<file path="config.mk">
export PLATFORM = sky130hd
export DESIGN_NAME = spi_master
export DESIGN_NICKNAME = d
export VERILOG_FILES = /design/src/rtl/spi_master.sv
export SDC_FILE = /design/constraint.sdc
export NUM_CORES = 1
export LEC_CHECK = 0
export ABC_AREA = 1
export CAP_MARGIN = 20
export CORE_ASPECT_RATIO = 0.7
export CORE_MARGIN = 8
export CORE_UTILIZATION = 45
export DETAILED_ROUTE_END_ITERATION = 10
export GPL_TIMING_DRIVEN = 0
export PLACE_DENSITY = 0.77
export SYNTH_ARGS = -nofsm -noshare
export SYNTH_HDL_FRONTEND = slang
export SYNTH_SLANG_ARGS = --single-unit
</file>
<file path="constraint.sdc">
create_clock -name clk -period 7.6 [get_ports clk]
set_clock_uncertainty 0.2 [all_clocks]
set_input_delay 1.9 -clock clk [delete_from_list [all_inputs] [get_ports clk]]
set_output_delay 1.9 -clock clk [all_outputs]
set_load 0.005 [all_outputs]
</file>
<file path="src/rtl/spi_master.sv">
// SPI initiator: mode 0 (CPOL=0, CPHA=0), MSB first, fixed 32-bit frames.
// Word-level valid/ready handshakes on both the transmit and receive sides.
module spi_master #(
   parameter int unsigned CLK_DIV  = 4,
   parameter int unsigned CS_SETUP = 2,
   parameter int unsigned CS_HOLD  = 2,
   parameter int unsigned CS_IDLE  = 4
) (
   input  logic        clk,
   input  logic        rst,
   input  logic [31:0] tx_data,
   input  logic        tx_valid,
   output logic        tx_ready,
   output logic [31:0] rx_data,
   output logic        rx_valid,
   input  logic        rx_ready,
   output logic        busy,
   output logic        sclk,
   output logic        mosi,
   input  logic        miso,
   output logic        cs_n
);

   localparam int unsigned CntW = 16;
   localparam logic [CntW-1:0] DivLast   = CntW'(CLK_DIV - 1);
   localparam logic [CntW-1:0] SetupLast = CntW'(CS_SETUP - 1);
   localparam logic [CntW-1:0] HoldLast  = CntW'(CS_HOLD - 1);
   localparam logic [CntW-1:0] IdleLast  = CntW'(CS_IDLE - 1);

   typedef enum logic [2:0] {
      StIdle,
      StSetup,
      StXfer,
      StHold,
      StGap
   } state_e;

   state_e          state_q, state_d;
   logic [CntW-1:0] cnt_q, cnt_d;
   logic [5:0]      bit_cnt_q, bit_cnt_d;
   logic [31:0]     tx_sr_q, tx_sr_d;
   logic [31:0]     rx_sr_q, rx_sr_d;
   logic [31:0]     rx_data_q, rx_data_d;
   logic            rx_valid_q, rx_valid_d;
   logic            tx_ready_q, tx_ready_d;
   logic            busy_q, busy_d;
   logic            sclk_q, sclk_d;
   logic            mosi_q, mosi_d;
   logic            cs_n_q, cs_n_d;

   always_comb begin
      state_d    = state_q;
      cnt_d      = cnt_q;
      bit_cnt_d  = bit_cnt_q;
      tx_sr_d    = tx_sr_q;
      rx_sr_d    = rx_sr_q;
      rx_data_d  = rx_data_q;
      rx_valid_d = rx_valid_q;
      busy_d     = busy_q;
      sclk_d     = sclk_q;
      mosi_d     = mosi_q;
      cs_n_d     = cs_n_q;

      if (rx_valid_q && rx_ready) begin
         rx_valid_d = 1'b0;
      end

      unique case (state_q)
         StIdle: begin
            if (tx_valid && tx_ready_q) begin
               state_d   = StSetup;
               cnt_d     = '0;
               bit_cnt_d = '0;
               tx_sr_d   = tx_data;
               mosi_d    = tx_data[31];
               busy_d    = 1'b1;
               cs_n_d    = 1'b0;
            end
         end

         StSetup: begin
            if (cnt_q == SetupLast) begin
               state_d = StXfer;
               cnt_d   = '0;
            end else begin
               cnt_d = cnt_q + 1'b1;
            end
         end

         StXfer: begin
            if (cnt_q != DivLast) begin
               cnt_d = cnt_q + 1'b1;
            end else begin
               cnt_d = '0;
               if (!sclk_q) begin
                  sclk_d = 1'b1;
               end else begin
                  // Falling edge: capture miso and advance mosi in the same cycle.
                  sclk_d    = 1'b0;
                  rx_sr_d   = (rx_sr_q << 1) | {31'b0, miso};
                  bit_cnt_d = bit_cnt_q + 6'd1;
                  if (bit_cnt_d == 6'd32) begin
                     state_d    = StHold;
                     rx_data_d  = rx_sr_d;
                     rx_valid_d = 1'b1;
                  end else begin
                     tx_sr_d = tx_sr_q << 1;
                     mosi_d  = tx_sr_q[30];
                  end
               end
            end
         end

         StHold: begin
            if (cnt_q == HoldLast) begin
               state_d = StGap;
               cnt_d   = '0;
               cs_n_d  = 1'b1;
               mosi_d  = 1'b0;
            end else begin
               cnt_d = cnt_q + 1'b1;
            end
         end

         StGap: begin
            if (cnt_q == IdleLast) begin
               state_d = StIdle;
               cnt_d   = '0;
               busy_d  = 1'b0;
            end else begin
               cnt_d = cnt_q + 1'b1;
            end
         end

         default: begin
            state_d = StIdle;
         end
      endcase

      // A pending unread word blocks the next accept, so overrun is impossible.
      tx_ready_d = (state_d == StIdle) && !rx_valid_d;
   end

   always_ff @(posedge clk or posedge rst) begin
      if (rst) begin
         state_q    <= StIdle;
         cnt_q      <= '0;
         bit_cnt_q  <= '0;
         tx_sr_q    <= '0;
         rx_sr_q    <= '0;
         rx_data_q  <= '0;
         rx_valid_q <= 1'b0;
         tx_ready_q <= 1'b0;
         busy_q     <= 1'b0;
         sclk_q     <= 1'b0;
         mosi_q     <= 1'b0;
         cs_n_q     <= 1'b1;
      end else begin
         state_q    <= state_d;
         cnt_q      <= cnt_d;
         bit_cnt_q  <= bit_cnt_d;
         tx_sr_q    <= tx_sr_d;
         rx_sr_q    <= rx_sr_d;
         rx_data_q  <= rx_data_d;
         rx_valid_q <= rx_valid_d;
         tx_ready_q <= tx_ready_d;
         busy_q     <= busy_d;
         sclk_q     <= sclk_d;
         mosi_q     <= mosi_d;
         cs_n_q     <= cs_n_d;
      end
   end

   assign tx_ready = tx_ready_q;
   assign rx_data  = rx_data_q;
   assign rx_valid = rx_valid_q;
   assign busy     = busy_q;
   assign sclk     = sclk_q;
   assign mosi     = mosi_q;
   assign cs_n     = cs_n_q;

endmodule

</file>
Word-level counts from Yosys, hierarchy flattened

Cells that the tools add are included.

Output and inout port bits: 38
Input port bits: 37
Register bits: 125

Reductions and logical operators: 21
Muxes and demuxes: 40
Equal/unequal tests: 14
Bitwise gates (word level): 2
$add $sub $neg: 2

Operator list:

| kind                                                                   | number |
|---|---|
| 31-bit two-way mux                                                     | 4 |
| 16-bit two-way mux                                                     | 4 |
| 16-bit case mux with 4 select lines                                    | 1 |
| 31-bit case mux with 2 select lines                                    | 1 |
| 32-bit by 1-bit bitwise OR with 32-bit output                          | 1 |
| 3-bit two-way mux                                                      | 7 |
| 6-bit two-way mux                                                      | 3 |
| 16-bit by 1-bit adder with 16-bit output, second input constant        | 1 |
| 16-bit by 1-bit equality test with 1-bit output, second input constant | 1 |
| 16-bit by 2-bit equality test with 1-bit output, second input constant | 1 |
| 16-bit by 2-bit != test with 1-bit output, second input constant       | 1 |
| 1-bit two-way mux                                                      | 15 |
| 3-bit case mux with 5 select lines                                     | 1 |
| 2-bit != test, second input constant                                   | 6 |
| 6-bit case mux with 2 select lines                                     | 1 |
| 3-bit AND reduction                                                    | 3 |
| 4-bit AND reduction                                                    | 2 |
| 6-bit by 1-bit adder with 6-bit output, second input constant          | 1 |
| 3-bit by 2-bit equality test with 1-bit output, second input constant  | 2 |
| 6-bit equality test, second input constant                             | 1 |
| 3-bit logical NOT                                                      | 2 |
| 6-bit AND reduction                                                    | 1 |
| 2-bit nonzero test                                                     | 3 |
| 5-bit AND reduction                                                    | 1 |
| other kinds (11)                                                       | 15 |

Longest topological paths before layout

Gate-level depths: netlist (run 1).

Depth in word-level cells: 8
Gate-level depth with buffers: 11

Least setup slack after synthesis (run 1)

Ideal clock, no wire load.

Path kind: input -> register
Start: input tx_valid
End: register tx_sr_q[10]
Required time: 7.278 ns
Stages on the path: 8
Path buffers: 1
Data arrival time: 2.638 ns
Path slack: 4.640 ns
Setup time: 0.122 ns
Cell sequence: nand2_1 nand2_1 o21ai_2 nor2_2 nand3_4 buf_6 nand2_1 o21ai_2

Word-level cells in the longest chain between the ends: 3

RTL lines:

| element                              | line | text |
|---|---|---|
| start, declared                      | 12   | `input logic tx_valid,` |
| 1-bit logical AND                    | 70   | `if (tx_valid && tx_ready_q) begin` |
| 2-bit != test (no source line)       | --   |  |
| 5-bit AND reduction (no source line) | --   |  |
| end signal, assigned                 | 162  | `tx_sr_q <= tx_sr_d;` |
| end, declared                        | 41   | `logic [31:0] tx_sr_q, tx_sr_d;` |

No other way between the ends.
A chain may end at the register's enable or synchronous reset.

Worst setup path after layout (run 1)

Start: register cs_n_q, in the netlist cs_n
End: output cs_n

RTL lines:

| element                | line | text |
|---|---|---|
| start, declared        | 49   | `logic cs_n_q, cs_n_d;` |
| start signal, assigned | 170  | `cs_n_q <= cs_n_d;` |
| end, declared          | 21   | `output logic cs_n` |

No word-level cell between the ends.

==> results of run 1 <==
-- cell families after synthesis --
group	after synthesis	share of synthesized area (%)
and+or+nand+nor	251	18.7
DFF	125	52.7
AOI/OAI and AO/OA	123	13.6
buffers and inverters	92	8.20
muxes	30	5.06
xor gates and xnor gates	7	1.03
adders and majority gates	3	0.633
-- final timing paths --
kind	startpoint	end	depth (start not counted)
worst max-delay path	cs_n$_DFFE_PP1P_	cs_n	1
worst min-delay path	tx_sr_q[18]$_DFFE_PP0P_	tx_sr_q[18]$_DFFE_PP0P_	2
worst max register to register	bit_cnt_q[0]$_DFFE_PP0P_	rx_data[15]$_DFFE_PP0P_	11
worst min register to register	tx_sr_q[18]$_DFFE_PP0P_	tx_sr_q[18]$_DFFE_PP0P_	2
max in group asynchronous	rst	cs_n$_DFFE_PP1P_	3
min in group asynchronous	rst	rx_data[24]$_DFFE_PP0P_	2
-- Yosys cell counts, drive strengths merged (3+ instances only) --
cell    count  area share (%)
o21ai     109              12
nor2       45             3.5
dfrtp     124              52
nand4       5            0.53
clkbuf      4            0.40
mux2i      30             5.1
nor3        5            0.42
o211ai      6            0.76
nand3      31             3.0
ha          3            0.63
xor2        6            0.89
nand2     164              11
inv        67             4.2
buf        21             3.6
-- cell type report --
cell class                      count  area [µm²]  area share (%)
Tap cell                          166         208            2.76
Sequential cell                   125        3130            41.6
Multi-Input combinational cell    414        2320            30.8
Clock inverter                     12         161            2.15
Inverter                           67         256            3.41
Timing Repair Buffer               75         768            10.2
Clock buffer                       19         443            5.89
Buffer                             25         235            3.13
-- registers in the layout, summed over array words and instances, names as in the netlist --
name       count
busy           1
tx_sr_q       31
rx_valid       1
cnt_q         16
cs_n           1
mosi           1
tx_ready       1
rx_sr_q       31
bit_cnt_q      6
sclk           1
rx_data       32
state_q        3
-- per-stage QoR --
step	instance area, µm²	utilization [%]
6_report	7520	57.8
5_1_grt	7520	57.8
4_1_cts	7520	57.8
3_5_place_dp	6910	53.2
3_3_place_gp	6880	52.9
2_1_floorplan	5930	-
-- per-layer routing --
metal  vias up  routed length [µm]  GRT usage [%]
li1       2242                   -              -
met1      2156                6510           22.2
met2       115                5700           24.1
met3        15                 758           4.76
met4         0                 145           4.66
met5         -                   0              0
-- power by group --
part           internal, µW      switching [µW]
Clock                   526                 299
Combinational          20.6                20.7
Sequential              666  0.0000000000000117
==> results summary, run 1 <==
The flow ran to the end, and the final reports show no timing, DRC or antenna violations. The horizontal die dimension is 153 µm. The sequential area share after synthesis is 52.7%. The total number of clock tree sinks came out at 125. Walking the worst path, the cells encountered are clkdlybuf4s50_1. The number of buffers added on ports is 74. The number of nets at the end of the flow came out at 765. In this run the tightest slew margin relative to its limit is 61.6%.

The number of inserted diodes is 0. The worst hold margin came out at 0.281 ns. The slowest stage of the critical path is the dfstp_2 cell.

The setup slack of the critical path after layout is 4.07 ns. The number of filler cells placed in the layout came out at 1,084. Routability-driven placement finished with a final weighted congestion of 0.837. After floorplanning, the core was sized to cover 13,000 µm².

After clock tree synthesis, the clock-pin slew on the worst setup and hold paths is 0.06 ns. The number of global-route vias before repair is 4,632. The gate count of the mapped netlist came out at 631.

The number of buffer and inverter instances along the worst setup path is 1. Gates resized during post-CTS repair numbered 0. The post-synthesis instance area came out at 5930 µm². The longest individual stage delay on the worst path came out at 0.54 ns. Counting along the longest clock path gives a buffer depth of 2. The setup total negative slack came out at 0 ns. For this run, the number of standard cells in the final layout without fillers is 903.

The post-CTS setup-driven buffer insertion count came out at 0. Setup slack on the worst reg-to-reg path comes out at 5.54 ns. The number of nets with antenna violations after routing came out at 0. For this configuration, the core starts out at a cell density of 45.6%. The gate family responsible for the most delay along the worst path is flip-flops. The post-synthesis to final-layout area growth came out at 26.7%.

The net count of the mapped netlist came out at 671. The die covers 17,200 µm². The worst hold path belongs to the class flop to flop. The total leakage power is 0.00329 µW. In this run, synthesis produced a sequential element count of 125. CTS built an H-tree with a depth of 4. The routed layout has 4,528 vias. In the routed layout, each cell is associated on average with a via count of 5.01. The number of pins with negative max-slew slack in the final report came to 0. The design draws 1530 µW. The number of warnings issued by yosys is 0. In the layout the commonest cells are nand2_1, dfrtp_1, clkdlybuf4s50_1. The worst setup path is launched from a flop. Setup repair after global routing left no endpoint under its margin.

At the pin with the least slew margin, the transition time is 0.576 ns. The async set-reset flop share out of synthesis is 100%. The highest fanout seen on the critical path is 2.

Leaving out fill and tap cells, the most frequent cell in the layout is nand2_1. Timing would allow up to 283 MHz. TritonCTS built the clock tree. For this run, the detailed router's first-pass iteration total came to 5. The per-instance average area after synthesis is 9.40 µm². The largest net degree at the start of global routing came out at 65. The y dimension of the die is 112 µm.

The wire length per cell after detailed routing came out at 14.5 µm. The number of endpoints failing setup at the final stage is 0. Synthesis instantiated 36 different standard cells from the library. Among all flip-flop cells after synthesis, the most frequent one is dfrtp_1. For this design the top-level I/O count stands at 75.

The number of max-cap violations came out at 0. The worst setup path is captured at a primary output. The tree is rooted in a clkbuf_16. The number of DRC violations after detailed routing is 0. The detailed router finished its first iteration with 321 violations. The number of core rows came out at 35. At the worst endpoint, the required time is 5.50 ns. STA puts the critical path data arrival time at 1.43 ns. The overall global routing resource usage came out at 16.1%.

Buffers inserted during clock tree synthesis total 17. The post-route fraction of the period consumed by the critical path came out at 46.5%. The first-pass GRT wire length is 22,900 µm.

The share of post-route cells with drive strength above 1 is 17.9%. The areal power density over the cells came out at 204 nW/µm². The maximum vdd ir drop is 138 µV. For the worst-skew pair, the clock arrives at the later sink with an insertion delay of 0.40 ns.

Detailed placement finished with a half-perimeter wire length of 9330 µm. The final routed wirelength across all metal layers came out at 13,100 µm. After layout, the minimum clock period comes to 3.53 ns. Buffers inserted to repair hold after CTS numbered 0. The total overflow reported by the global router came out at 0. The total count of hold-check failures in the final report is 0. Including well taps, the total number of placed cells is 872. The number of antenna violations at the first check in global routing came out at 0.

The post-place setup slack came out at 3.98 ns. Yosys mapped a number of flops with a built-in enable equal to 0. The setup path with the least slack is of type flop to primary output.
Note: power is estimated with default switching activity, not from simulation.
==> run 2: changes to the inputs <==
==> constraint.sdc (replaced) <==
create_clock -name clk -period 3.52 [get_ports clk]
set_clock_uncertainty 0.2 [all_clocks]
set_input_delay 0.88 -clock clk [delete_from_list [all_inputs] [get_ports clk]]
set_output_delay 0.88 -clock clk [all_outputs]
set_load 0.005 [all_outputs]
==> run 2 against run 1 <==
Against the previous run: first-iteration DRC count shrank 19%; core utilization grew 0.38 points; clock-buffer cell count shrank 1; register-to-register slack lost 4.1 ns; sequential cell count is the same; final cell count grew 0.44%; largest power group unchanged; highest routed layer unchanged.
==> results summary, run 2 (same netlist as run 1, synthesis figures left out) <==
The number of DRC violations after detailed routing came out at 0. The slew at the pin closest to its max-slew limit is 0.688 ns. The worst hold margin is 0.273 ns. The die covers 17,200 µm². The min-delay analysis places its worst path in the category flop to flop. The CTS H-tree depth is 4.

The TritonCTS clock tree is done. The setup slack of the critical path after layout is 0.983 ns. The total number of clock tree sinks is 125. Leaving out fill and tap cells, the most frequent cells in the layout are nand2_1, dfrtp_1, clkdlybuf4s50_1. After detailed routing, the total wire length is 13,600 µm. The most critical setup path has its startpoint at cs_n$_DFFE_PP1P_. The worst register-to-register path has a setup slack of 1.45 ns.

The total count of hold-check failures in the final report was 0. The number of nets at the end of the flow is 767. The number of global-route vias before repair is 4,654. The count of pins on the block boundary is 75. The worst hold path begins at mosi$_DFFE_PP0P_. The combinational power share came out at 2.8%. The horizontal die dimension came out at 153 µm. The post-synthesis to final-layout area growth is 27.5%. Broken down by cell family, the worst path's largest delay share belongs to flip-flops.

The clock transition at the registers of the reported paths came out at 0.06 ns. The longest individual stage delay on the worst path came out at 0.55 ns. The first-pass GRT wire length came out at 23,000 µm. The number of standard cells in the final layout excluding fillers is 907. The source of the worst register-to-register timing path is bit_cnt_q[0]$_DFFE_PP0P_. The share of post-route cells with drive strength above 1 is 18.4%. The y dimension of the die is 112 µm. The overall global routing resource usage is 16.6%. Max-cap violations in this run came to 0. For this run the aggregate overflow at the end of global routing stands at 0. The number of DRC markers in iteration 0 is 260. The areal power density over the cells is 444 nW/µm². The highest fanout seen on the critical path is 2. The largest net degree at the start of global routing came out at 37. The region available for standard cell placement spans 13,000 µm². The total leakage power came out at 0.00332 µW. The number of antenna violations at the first check in global routing came out at 0.

The library cell used most frequently in the layout, excluding fill and tap cells, is nand2_1. The timing-limited maximum frequency is 394 MHz. The area of the multi-input gates came out at 2320 µm². In this run switching power makes up 21.6% of total power.

The number of core rows came out at 35. The sequential share of power came out at 42.8%. Including well taps, the total number of placed cells is 874. Traced cell by cell, the critical path runs through clkdlybuf4s50_1. The cell-internal power came out at 2630 µW. The via count came out at 4,578. For this configuration, the core starts out at a cell density of 45.6%. The post-layout minimum cycle time came out at 2.54 ns. The number of filler cells placed in the layout is 1,057. STA classifies the critical path endpoint as a primary output. The worst setup path is launched from a flop. For this run, the detailed router's first-pass iteration total came to 4. Setup repair after global routing left no endpoint under its margin.

Dividing the detail-routed via count by the number of cells gives 5.05. The number of buffers inserted for hold repair after clock tree synthesis is 0. After detailed routing, the average wire length per cell comes to 15.0 µm. The global placer's final weighted congestion is 0.825. Setup violations remaining at the end of the flow were counted as 0. The register area came out at 3130 µm².

The end-of-flow core utilization came out at 58.2%. The maximum vdd ir drop came out at 369 µV. The cell with the biggest individual delay on the critical path is dfstp_2. The post-place setup slack is 0.902 ns. Buffers inserted during clock tree synthesis total 17.

The number of buffers added on ports is 74. The number of pins with negative max-slew slack in the final report came out at 0. The post-CTS setup-driven buffer insertion count is 0. The number of buffer and inverter instances along the worst setup path came out at 1.

The clock network is responsible for 54.4% of the overall power. The post-route fraction of the period consumed by the critical path came out at 72.1%. The number of nets with antenna violations after routing came out at 0. The HPWL after detailed placement is 9710 µm. The setup total negative slack came out at 0 ns. The largest buffer count on any clock path came out at 2. The run finished with clean final reports. The later pin in the worst-skew pair is clocked with a latency of 0.41 ns. Clock tree synthesis selected as its root buffer the cell clkbuf_16. The category of the critical setup timing path is flop to primary output.

The data arrival time of the worst path came out at 1.46 ns. The required time at the endpoint of the critical path is 2.44 ns. The number of gates resized after CTS was 0.

The remaining max-slew budget at the tightest pin came out at 54.0%. The register with the most flip-flops in the layout has 32 of them. The reported net switching power came out at 725 µW.
## run 2: changes by cell type in the layout (fill, tap and decap cells not counted), sizes merged
cell      previous run  this run
inv                 70        72
clkbuf              23        22
clkinv               3         4
buf                 22        24
clkinvlp             3         2
diode                0         1
## run 2: metrics by stage
| stage | power (µW) | instance area, µm² |
|---|---|---|
| 2_1_floorplan | 1500 | 5940 |
| 3_3_place_gp | 1550 | 6890 |
| 3_5_place_dp | 1560 | 6950 |
| 4_1_cts | 3400 | 7560 |
| 5_1_grt | 3470 | 7560 |
| 6_report | 3360 | 7570 |
## run 2: routing by layer
layer  wire length (µm)  vias up  global-route usage [%]
li1                   -     2248                       -
met1               6520     2215                    22.5
met2               6090      107                    24.3
met3                904        8                    5.57
met4                 64        0                    5.45
met5                  0        -                       0
## run 2: cell type report
type,instances,share of cell area [%]
flip-flops and latches,125,41.4
clock buffers,18,5.80
repair buffers,77,10.6
inverters,67,3.37
diodes,1,0.0331
well taps,166,2.74
multi-input cells,414,30.6
plain buffers,25,3.11
clock inverters,14,2.38
## run 2: path summary, 6_finish.rpt
kind	to	cells past startpoint
worst max-delay path	cs_n	1
worst min-delay path	mosi$_DFFE_PP0P_	2
worst max register to register	rx_data[3]$_DFFE_PP0P_	11
worst min register to register	mosi$_DFFE_PP0P_	2
max in group asynchronous	rx_sr_q[5]$_DFFE_PP0P_	4
min in group asynchronous	tx_sr_q[1]$_DFFE_PP0P_	2
## run 2: power by group through the flow
stage | Sequential, µW | Combinational, µW | Clock (µW)
2_1_floorplan | 1460 | 35.4 | 0
3_3_place_gp | 1460 | 85.2 | 0
5_1_grt | 1440 | 104 | 1930
4_1_cts | 1440 | 96.7 | 1870
6_report | 1440 | 93.4 | 1830
3_5_place_dp | 1460 | 95.4 | 0
==> run 3: changes to the inputs <==
--- a/config.mk
+++ b/config.mk
@@ -12,7 +12,7 @@
 export CORE_UTILIZATION = 45
 export DETAILED_ROUTE_END_ITERATION = 10
 export GPL_TIMING_DRIVEN = 0
-export PLACE_DENSITY = 0.77
+export PLACE_DENSITY = 0.8
 export SYNTH_ARGS = -nofsm -noshare
 export SYNTH_HDL_FRONTEND = slang
 export SYNTH_SLANG_ARGS = --single-unit
==> constraint.sdc (replaced) <==
create_clock -name clk -period 2.1 [get_ports clk]
set_clock_uncertainty 0.2 [all_clocks]
set_input_delay 0.525 -clock clk [delete_from_list [all_inputs] [get_ports clk]]
set_output_delay 0.525 -clock clk [all_outputs]
set_load 0.005 [all_outputs]
==> run 3 against run 2 <==
Against the previous run: register-to-register slack lost 1.3 ns; clock-buffer cell count is the same; non-clock buffer count is 2 higher; first-iteration DRC count increased by 24%; total power grew 68%; final area up 0.66%; sequential cell count unchanged; final cell count is 0.11% higher; core utilization grew 0.38 points; highest routed layer unchanged.
==> results summary, run 3 (same netlist as run 1, synthesis figures left out) <==
The kind of end point of the critical path is a primary output. The endpoint of the worst-slack reg-to-reg timing path is cnt_q[8]$_DFFE_PP0P_. The areal power density over the cells came out at 739 nW/µm².

In this design, the stage delay of the slowest critical-path cell is 0.53 ns. The via count came out at 4,708. The number of core rows came out at 35. TritonCTS built the clock tree. The number of DRC violations after detailed routing came out at 0. The number of max-cap violations is 0.

The number of endpoints failing setup at the final stage came out at 0. The clock passes through at most 2 buffers. The clock transition at the registers of the reported paths came out at 0.06 ns.

The worst register-to-register path begins at state_q[0]$_DFF_PP0_. The cell family contributing the most delay on the critical path is buffers and inverters. The total CTS buffers is 17. The y dimension of the die came out at 112 µm. The number of buffers inserted for hold repair after clock tree synthesis came out at 0. The most critical setup path has its startpoint at rx_data[2]$_DFFE_PP0P_. The slowest stage of the critical path is the clkdlybuf4s50_1 cell.

For this block, the initial DRC count from the detailed router was 322. The core outline area is 13,000 µm². The largest net degree at the start of global routing is 43. Pin placement for this block handled 75 I/O pins. The first global-routing pass estimated 23,700 µm of wire. The worst path uses 98.0% of the clock period. The library cell used most frequently in the layout, excluding fill and tap cells, is nand2_1. The worst register-to-register path has a setup slack of 0.12 ns.

The number of buffer and inverter instances along the worst setup path is 1. The worst reg2reg path depth came out at 9. The number of inserted diodes came out at 0. At the end of routability-driven placement, the weighted congestion stood at 0.887. The end-of-flow core utilization came out at 58.6%. The die area came out at 17,200 µm². The data arrival time of the worst path came out at 1.33 ns. For this configuration, the core starts out at a cell density of 45.6%. STA classifies the critical path startpoint as a flop. Along the worst path, the maximum fanout reaches 2. In this run the static leakage power is 0.00335 µW. The required time at the endpoint of the critical path came out at 1.37 ns. The post-layout minimum cycle time is 2.06 ns.

The CTS H-tree depth came out at 4. The first detailed-routing pass took 5 iterations. The timing-limited maximum frequency came out at 486 MHz.

The wire length per cell after detailed routing came out at 15.4 µm. The top cell types in the final layout, fill and taps aside, are nand2_1, dfrtp_1, clkdlybuf4s50_1. Once detail routing completed, the nets flagged for antenna violations numbered 0. The post-route total power is 5630 µW. The post-synthesis to final-layout area growth came out at 28.4%. The flow ran to the end, and the final reports show no timing, DRC or antenna violations. The remaining max-slew budget at the tightest pin came out at 64.8%. The total count of hold-check failures in the final report came out at 0. The total overflow reported by the global router is 0. For the worst-skew pair, the clock arrives at the later sink with an insertion delay of 0.42 ns. The maximum vdd ir drop is 605 µV.

The clock root buffer is clkbuf_16. The overall global routing resource usage came out at 17.2%. The number of global-route vias before repair is 4,778.

The total half-perimeter wirelength after legalization and detailed placement came out at 9940 µm. The number of buffers added on ports is 74. The number of vias per cell after detailed routing is 5.19. The share of post-route cells with drive strength above 1 is 19.3%. The number of nets at the end of the flow is 769.

Setup repair after global routing left no endpoint under its margin. The category of the critical setup timing path is flop to primary output. The final routed wirelength across all metal layers is 14,000 µm. The number of antenna violations at the first check in global routing is 0. The total number of clock tree sinks is 125. The number of pins with negative max-slew slack in the final report is 0.

The slew at the pin closest to its max-slew limit came out at 0.524 ns. The flip-flop count of the largest register, all copies and words added is 32. Walking the worst path, the cells encountered are clkdlybuf4s50_1. The horizontal die dimension came out at 153 µm.

The tightest min-delay check is of the input pin to asynchronous set/reset pin type.
==> run 3: cell count changes in the layout (fill, tap and decap cells not counted), sizes merged, moves of 2 or more <==
cell,change
clkdlybuf4s50,-2
clkinvlp,+2
inv,-2
buf,+2
==> run 3: metrics by stage <==
stage / area, µm² / setup slack, ns / hold WS, ns / TNS, ns / std cells
after floorplan: 5940 / -0.163 / 0.255 / -20.27 / 631
after global placement: 6890 / -1.23 / 0.257 / -155.17 / 871
after detailed placement: 6950 / -0.191 / 0.268 / -9.94 / 874
after CTS: 7570 / 0.0213 / 0.269 / 0 / 907
after global routing: 7620 / 0.000299 / 0.287 / 0 / 908
final: 7620 / 0.0412 / 0.267 / 0 / 908
==> run 3: repair_timing <==
action / CTS / global route
setup endpoints to repair: 2 / 95
gates resized for setup: 1 / 11
setup buffers: 1 / 1
pin swaps: 0 / 3
==> run 3: worst max path at each step <==
stage | depth (start not counted) | slack [ns] | endpoint
floorplan | 1 | -0.16 | bit_cnt_q[0]$_DFFE_PP0P_
global placement | 2 | -1.23 | tx_sr_q[15]$_DFFE_PP0P_
detailed placement | 9 | -0.19 | tx_sr_q[19]$_DFFE_PP0P_
CTS | 1 | 0.02 | rx_data[29]
global route | 11 | 0.0003 | tx_sr_q[20]$_DFFE_PP0P_
finish | 1 | 0.04 | rx_data[2]
==> run 3: per-layer routing <==
metal / vias to the layer above / wire length, µm / track usage [%]
met5: - / 0 / 0
met4: 0 / 158 / 6.18
met3: 21 / 908 / 5.72
met2: 146 / 6320 / 26.1
met1: 2286 / 6580 / 22.6
li1: 2255 / - / -
==> run 3: power by group <==
group	switching, µW	internal (µW)	leakage [µW]	total, µW
Clock	1140	1920	0.000294	3060
Sequential	0.0000000000000542	2410	0.00166	2410
Combinational	79.3	80.8	0.00140	160
Total	1220	4410	0.00335	5630
==> run 3: final cells by class <==
type                            instances  area [µm²]
Tap cell                              166         208
Timing Repair Buffer                   79         817
Buffer                                 25         236
Clock inverter                         14         183
Fill cell                            1035        5390
Multi-Input combinational cell        414        2350
Clock buffer                           18         439
Inverter                               67         255
Sequential cell                       125        3130
